**src/rtl/mips_fetch_pkg.sv**
```systemverilog
`default_nettype none
// ============================================================================
// Module      : mips_fetch_pkg
// Description : Shared types for the instruction fetch unit and its cache.
// Revision    : 1.0 - initial release
// ============================================================================
package mips_fetch_pkg;

  localparam int WORD_W = 16;
  localparam int ADDR_W = 16;

  typedef logic [WORD_W-1:0] word_t;
  typedef logic [ADDR_W-1:0] addr_t;

  typedef enum logic [1:0] {
    ST_IDLE  = 2'd0,
    ST_FILL0 = 2'd1,
    ST_FILL1 = 2'd2
  } fetch_state_t;

  // One cache line: an even/odd word pair.
  typedef struct packed {
    word_t w1;
    word_t w0;
  } line_t;

endpackage
`default_nettype wire

```
**src/rtl/icache_array.sv**
```systemverilog
`default_nettype none
// ============================================================================
// Module      : icache_array
// Description : Direct-mapped tag/valid/data store, async read, sync line write.
// Revision    : 1.0 - initial release
// ============================================================================
module icache_array
  import mips_fetch_pkg::*;
#(
  parameter int LINES = 8,
  parameter int IDX_W = $clog2(LINES),
  parameter int TAG_W = ADDR_W - 1 - IDX_W
) (
  input  logic             clk,
  input  logic             rst_n,
  input  logic [IDX_W-1:0] i_rd_idx,
  output logic             o_rd_valid,
  output logic [TAG_W-1:0] o_rd_tag,
  output line_t            o_rd_line,
  input  logic             i_wr_en,
  input  logic [IDX_W-1:0] i_wr_idx,
  input  logic [TAG_W-1:0] i_wr_tag,
  input  line_t            i_wr_line
);

  logic [LINES-1:0] r_valid;
  logic [TAG_W-1:0] r_tag  [LINES];
  line_t            r_data [LINES];

  always_ff @(posedge clk or negedge rst_n) begin
    if (!rst_n) begin
      r_valid <= '0;
    end else if (i_wr_en) begin
      r_valid[i_wr_idx] <= 1'b1;
    end
  end

  // Only the valid bits need reset; tag/data are qualified by them.
  always_ff @(posedge clk) begin
    if (i_wr_en) begin
      r_tag[i_wr_idx]  <= i_wr_tag;
      r_data[i_wr_idx] <= i_wr_line;
    end
  end

  assign o_rd_valid = r_valid[i_rd_idx];
  assign o_rd_tag   = r_tag[i_rd_idx];
  assign o_rd_line  = r_data[i_rd_idx];

endmodule
`default_nettype wire

```
**src/rtl/inst_fetch_unit.sv**
```systemverilog
`default_nettype none
// ============================================================================
// Module      : inst_fetch_unit
// Description : Paired-word instruction fetch with a direct-mapped line cache.
// Revision    : 1.0 - initial release
// ============================================================================
module inst_fetch_unit
  import mips_fetch_pkg::*;
#(
  parameter logic [15:0] RESET_PC = 16'h0000,
  parameter int          LINES    = 8
) (
  input  logic        clk,
  input  logic        rst_n,
  input  logic        stall,
  input  logic        redirect,
  input  logic [15:0] redirect_pc,
  output logic        mem_req,
  output logic [15:0] mem_addr,
  input  logic        mem_ready,
  input  logic [15:0] mem_rdata,
  output logic        hit,
  output logic [15:0] instruction,
  output logic [15:0] nextinstruction,
  output logic [15:0] pc
);

  localparam int IDX_W = $clog2(LINES);
  localparam int TAG_W = ADDR_W - 1 - IDX_W;

  fetch_state_t     r_state;
  fetch_state_t     w_next_state;
  addr_t            r_pc;
  word_t            r_word0;
  logic             w_capture;
  logic             w_wr_en;
  logic             w_lookup_hit;
  logic [IDX_W-1:0] w_idx;
  logic [TAG_W-1:0] w_tag;
  logic             w_rd_valid;
  logic [TAG_W-1:0] w_rd_tag;
  line_t            w_rd_line;
  line_t            w_wr_line;

  assign w_idx        = r_pc[IDX_W:1];
  assign w_tag        = r_pc[ADDR_W-1:IDX_W+1];
  assign w_lookup_hit = w_rd_valid && (w_rd_tag == w_tag);
  assign w_wr_line    = '{w1: mem_rdata, w0: r_word0};

  icache_array #(
    .LINES (LINES)
  ) u_icache_array (
    .clk        (clk),
    .rst_n      (rst_n),
    .i_rd_idx   (w_idx),
    .o_rd_valid (w_rd_valid),
    .o_rd_tag   (w_rd_tag),
    .o_rd_line  (w_rd_line),
    .i_wr_en    (w_wr_en),
    .i_wr_idx   (w_idx),
    .i_wr_tag   (w_tag),
    .i_wr_line  (w_wr_line)
  );

  always_ff @(posedge clk or negedge rst_n) begin
    if (!rst_n) begin
      r_state <= ST_IDLE;
    end else begin
      r_state <= w_next_state;
    end
  end

  // A FILL1 beat accepted together with redirect still commits the line.
  always_comb begin
    w_next_state = r_state;
    mem_req      = 1'b0;
    mem_addr     = '0;
    w_capture    = 1'b0;
    w_wr_en      = 1'b0;
    hit          = 1'b0;
    case (r_state)
      ST_IDLE: begin
        hit = w_lookup_hit;
        if (!redirect && !w_lookup_hit) begin
          w_next_state = ST_FILL0;
        end
      end
      ST_FILL0: begin
        mem_req  = 1'b1;
        mem_addr = {r_pc[ADDR_W-1:1], 1'b0};
        if (redirect) begin
          w_next_state = ST_IDLE;
        end else if (mem_ready) begin
          w_capture    = 1'b1;
          w_next_state = ST_FILL1;
        end
      end
      ST_FILL1: begin
        mem_req  = 1'b1;
        mem_addr = {r_pc[ADDR_W-1:1], 1'b1};
        if (mem_ready) begin
          w_wr_en      = 1'b1;
          w_next_state = ST_IDLE;
        end else if (redirect) begin
          w_next_state = ST_IDLE;
        end
      end
      default: begin
        w_next_state = ST_IDLE;
      end
    endcase
  end

  always_ff @(posedge clk or negedge rst_n) begin
    if (!rst_n) begin
      r_pc <= RESET_PC;
    end else if (redirect) begin
      r_pc <= redirect_pc & 16'hFFFE;
    end else if (hit && !stall) begin
      r_pc <= r_pc + 16'd2;
    end
  end

  always_ff @(posedge clk or negedge rst_n) begin
    if (!rst_n) begin
      r_word0 <= '0;
    end else if (w_capture) begin
      r_word0 <= mem_rdata;
    end
  end

  assign pc              = r_pc;
  assign instruction     = w_rd_line.w0;
  assign nextinstruction = w_rd_line.w1;

endmodule
`default_nettype wire

```
**config.mk**
```make
export PLATFORM = sky130hd
export DESIGN_NAME = inst_fetch_unit
export DESIGN_NICKNAME = d
export VERILOG_FILES = /design/src/rtl/mips_fetch_pkg.sv /design/src/rtl/icache_array.sv /design/src/rtl/inst_fetch_unit.sv
export SDC_FILE = /design/constraint.sdc
export NUM_CORES = 1
export LEC_CHECK = 0
export BUFFER_PORTS_ARGS = -buffer_cell sky130_fd_sc_hd__buf_2
export CAP_MARGIN = 0
export CORE_AREA = 2 2 157 159
export DETAILED_ROUTE_END_ITERATION = 12
export DIE_AREA = 0 0 159 161
export HOLD_SLACK_MARGIN = 0.06
export PLACE_DENSITY = 0.8
export SKIP_LAST_GASP = 1
export SYNTH_ARGS = -nofsm -noshare
export SYNTH_HDL_FRONTEND = slang
export SYNTH_SLANG_ARGS = --single-unit
```
**constraint.sdc**
```tcl
create_clock -name clk -period 14.5 [get_ports clk]
set_clock_uncertainty 0.2 [all_clocks]
set_input_delay 1.45 -clock clk [delete_from_list [all_inputs] [get_ports clk]]
set_output_delay 1.45 -clock clk [all_outputs]
set_load 0.05 [all_outputs]
```
==> impl_metrics.ini <==
[run_status]
status = complete, no violations

[floorplanning]
dieHeight_um = 161
die_width_um = 159
pin_count = 103
rows = 57
initial_core_util = 0.6331
core-area_um2 = 23960
dieArea_um2 = 25600

[layout]
nets = 1029
antenna_cells = 0
seq_area_um2 = 11600
syn_to_final_growth_pct = 14.04
fin_area_um2 = 17300
drive_above_1_share = 0.2466
final_cells = 1342
fill_cells = 1414
multi_input_area_um2 = 3400

[route]
drtIter0Drc = 953
avgViaCountPerCell = 6.497
postRouteAntennaNets = 0
route.detailed.drc = 0
wl_per_cell_um = 24.58
wl_um = 32980
drt_pass1_iterations = 5
vias = 8719

[synth]
yosys-top-cells-area = edfxtp_1, dfrtp_1, a22oi_1
synthTopCellsByCount = edfxtp_1, a22oi_1, mux2i_1
synthFlopType = edfxtp_1
async_flop_share = 0.1043
syn_area_um2 = 15170
synth_most_common_cell = edfxtp_1
synth_largest_area_cell = edfxtp_1
synth_cell_types = 53
synth-seq-area-share = 0.7644
ys_warn_count = 0
synth-seq-cells = 393
synthesis.nets = 910
netlist_instances = 869
syn_avg_cell_area_um2 = 17.46
synth_edf_count = 352
synth_top_area_frac = 0.6967

[clock_tree]
h-tree-depth = 2
cts_tree = done
cts_root_buf = clkbuf_16
cts_hold_buffers = 0
cts_inserted_buffers = 38
clock_latency_ns = 0.54
cts.sinks = 393
post_cts_buffers = 0
path_clk_slew_ns = 0.06
clock_tree.buffer_depth = 3
cts_resized = 0

[timing]
rsz0062_at_grt = false
setup_violations = 0
period_share = 0.4083
fin_tns_setup_ns = 0
max_slew.worst_pin.slew_ns = 1.199
clock.fmax_ghz = 0.1689
finalCriticalPeriod_ns = 5.920
max_slew_margin = 0.1986
slew_viol_final = 0
hold_viol = 0
hold_ws_ns = 0.2625

[critical_path]
cp-end-kind = output port
arrival_ns = 4.27
cp.required_ns = 12.85
reg2reg_slack_ns = 9.87
worst-setup-path-type = reg2out
rr_startpoint = pc[1]$_DFFE_PN0P_
crit_start = pc[1]$_DFFE_PN0P_
worstPathMaxFanout = 46
start_kind = flop

[power_and_ir_drop]
pwr-share-comb = 0.147
p_leak_nw = 6.020
p_per_area_nw_per_um2 = 160.0
p_switching_w = 0.0007715
ir_drop_mv = 0.1130
power_w = 0.002768
power.share.sequential = 0.520
p_int_w = 0.001997
swShare = 0.2787
pwr-share-clk = 0.333

[run]
drv_cap = 0

[global_route]
grt_overflow = 0
antenna_found_initial = 1
grt_pass1_wl_um = 50100
grt_start_max_net_pins = 47
grt_pass1_vias = 8630
grt_use_total = 0.2595

[min_path]
min_from = u_icache_array.r_valid[0]$_DFFE_PN0P_
min_path_type = reg2reg

[place]
placed_cell_area_um2 = 16120
place_congestion = 0.7551
dp_cells = 1271
hpwl_um = 17650
io_buffers = 100
## state kept, by name, indices dropped and copies added, names as in the netlist
name / count
pc: 15
r_state: 2
r_word0: 16
u_icache_array.r_data: 256
u_icache_array.r_tag: 96
u_icache_array.r_valid: 8
## logic make-up (layout without fill, tap and decap cells)
logic type | after synthesis | count (layout) | share of synthesized area
compound gates | 173 | 173 | 0.08759
fa+ha+maj | 4 | 4 | 0.003299
buf+inv | 56 | 205 | 0.01658
mux | 86 | 86 | 0.07002
other cells | 1 | 1 | 0.0002472
simple gates | 148 | 148 | 0.05328
xor+xnor | 8 | 8 | 0.004619
flops | 393 | 393 | 0.7644
## worst max-delay path, cell delays in order (launching register included)
cell and delay [ns]:
dfrtp_4 0.87, buf_4 0.70, mux2i_1 0.27, o211ai_1 0.13, a222oi_1 0.40, xnor2_1 0.16, nor4_2 0.44, nand3_1 0.28
clkinv_1 0.16, buf_2 0.28
## power by group through the flow
stage / combinational, W / sequential (W) / clock (W)
floorplan: 0.000295 / 0.00144 / 0
global placement: 0.000397 / 0.00145 / 0
detailed placement: 0.000404 / 0.00146 / 0
CTS: 0.000407 / 0.00144 / 0.000928
global route: 0.000430 / 0.00145 / 0.000972
finish: 0.000406 / 0.00144 / 0.000922
## path summary, 6_finish.rpt
check / end / depth (start not counted)
max: hit / 9
max reg2reg: pc[6]$_DFFE_PN0P_ / 9
min: u_icache_array.r_valid[0]$_DFFE_PN0P_ / 1
max in group asynchronous: pc[1]$_DFFE_PN0P_ / 2
min in group asynchronous: r_word0[7]$_DFFE_PN0P_ / 2
min reg2reg: u_icache_array.r_valid[0]$_DFFE_PN0P_ / 1
## area by class of cell
cell class | count | area share
Clock buffer | 51 | 0.06133
Timing Repair Buffer | 123 | 0.03913
Multi-Input combinational cell | 420 | 0.1965
Sequential cell | 393 | 0.6705
Clock inverter | 19 | 0.006509
Tap cell | 324 | 0.02343
Inverter | 12 | 0.002604
## stage by stage
step | worst slack (ns) | util
after floorplan | 8.953 | -
after global placement | 9.238 | 0.6725
after detailed placement | 9.157 | 0.6725
after CTS | 8.594 | 0.7215
after global routing | 8.322 | 0.7220
final | 8.580 | 0.7220
## layer usage
metal  global-route usage  part of all wire  vias to the layer above  wire (µm)
li1                     -                 -                     3773          -
met1               0.3532              0.39                     4351      12970
met2               0.4273              0.49                      514      16010
met3              0.04982             0.094                       81       3099
met4              0.09421             0.027                        0        904
met5                    0                 0                        -          0
## cells in the final DEF, fill, tap and decap left out, types with 12 or more instances in the layout
master / Yosys / final
a221oi_1: 17 / 17
a22o_1: 18 / 18
a22oi_1: 76 / 76
and2_1: 17 / 17
and3_1: 12 / 12
buf_2: 6 / 100
buf_4: 1 / 22
clkbuf_16: 0 / 39
dfrtp_1: 41 / 40
edfxtp_1: 352 / 352
mux2_2: 27 / 27
mux2i_1: 45 / 45
mux4_2: 13 / 13
nand2_1: 25 / 25
nand3_1: 22 / 22
nand4_1: 14 / 14
Note: power is estimated with default switching activity, not from simulation.
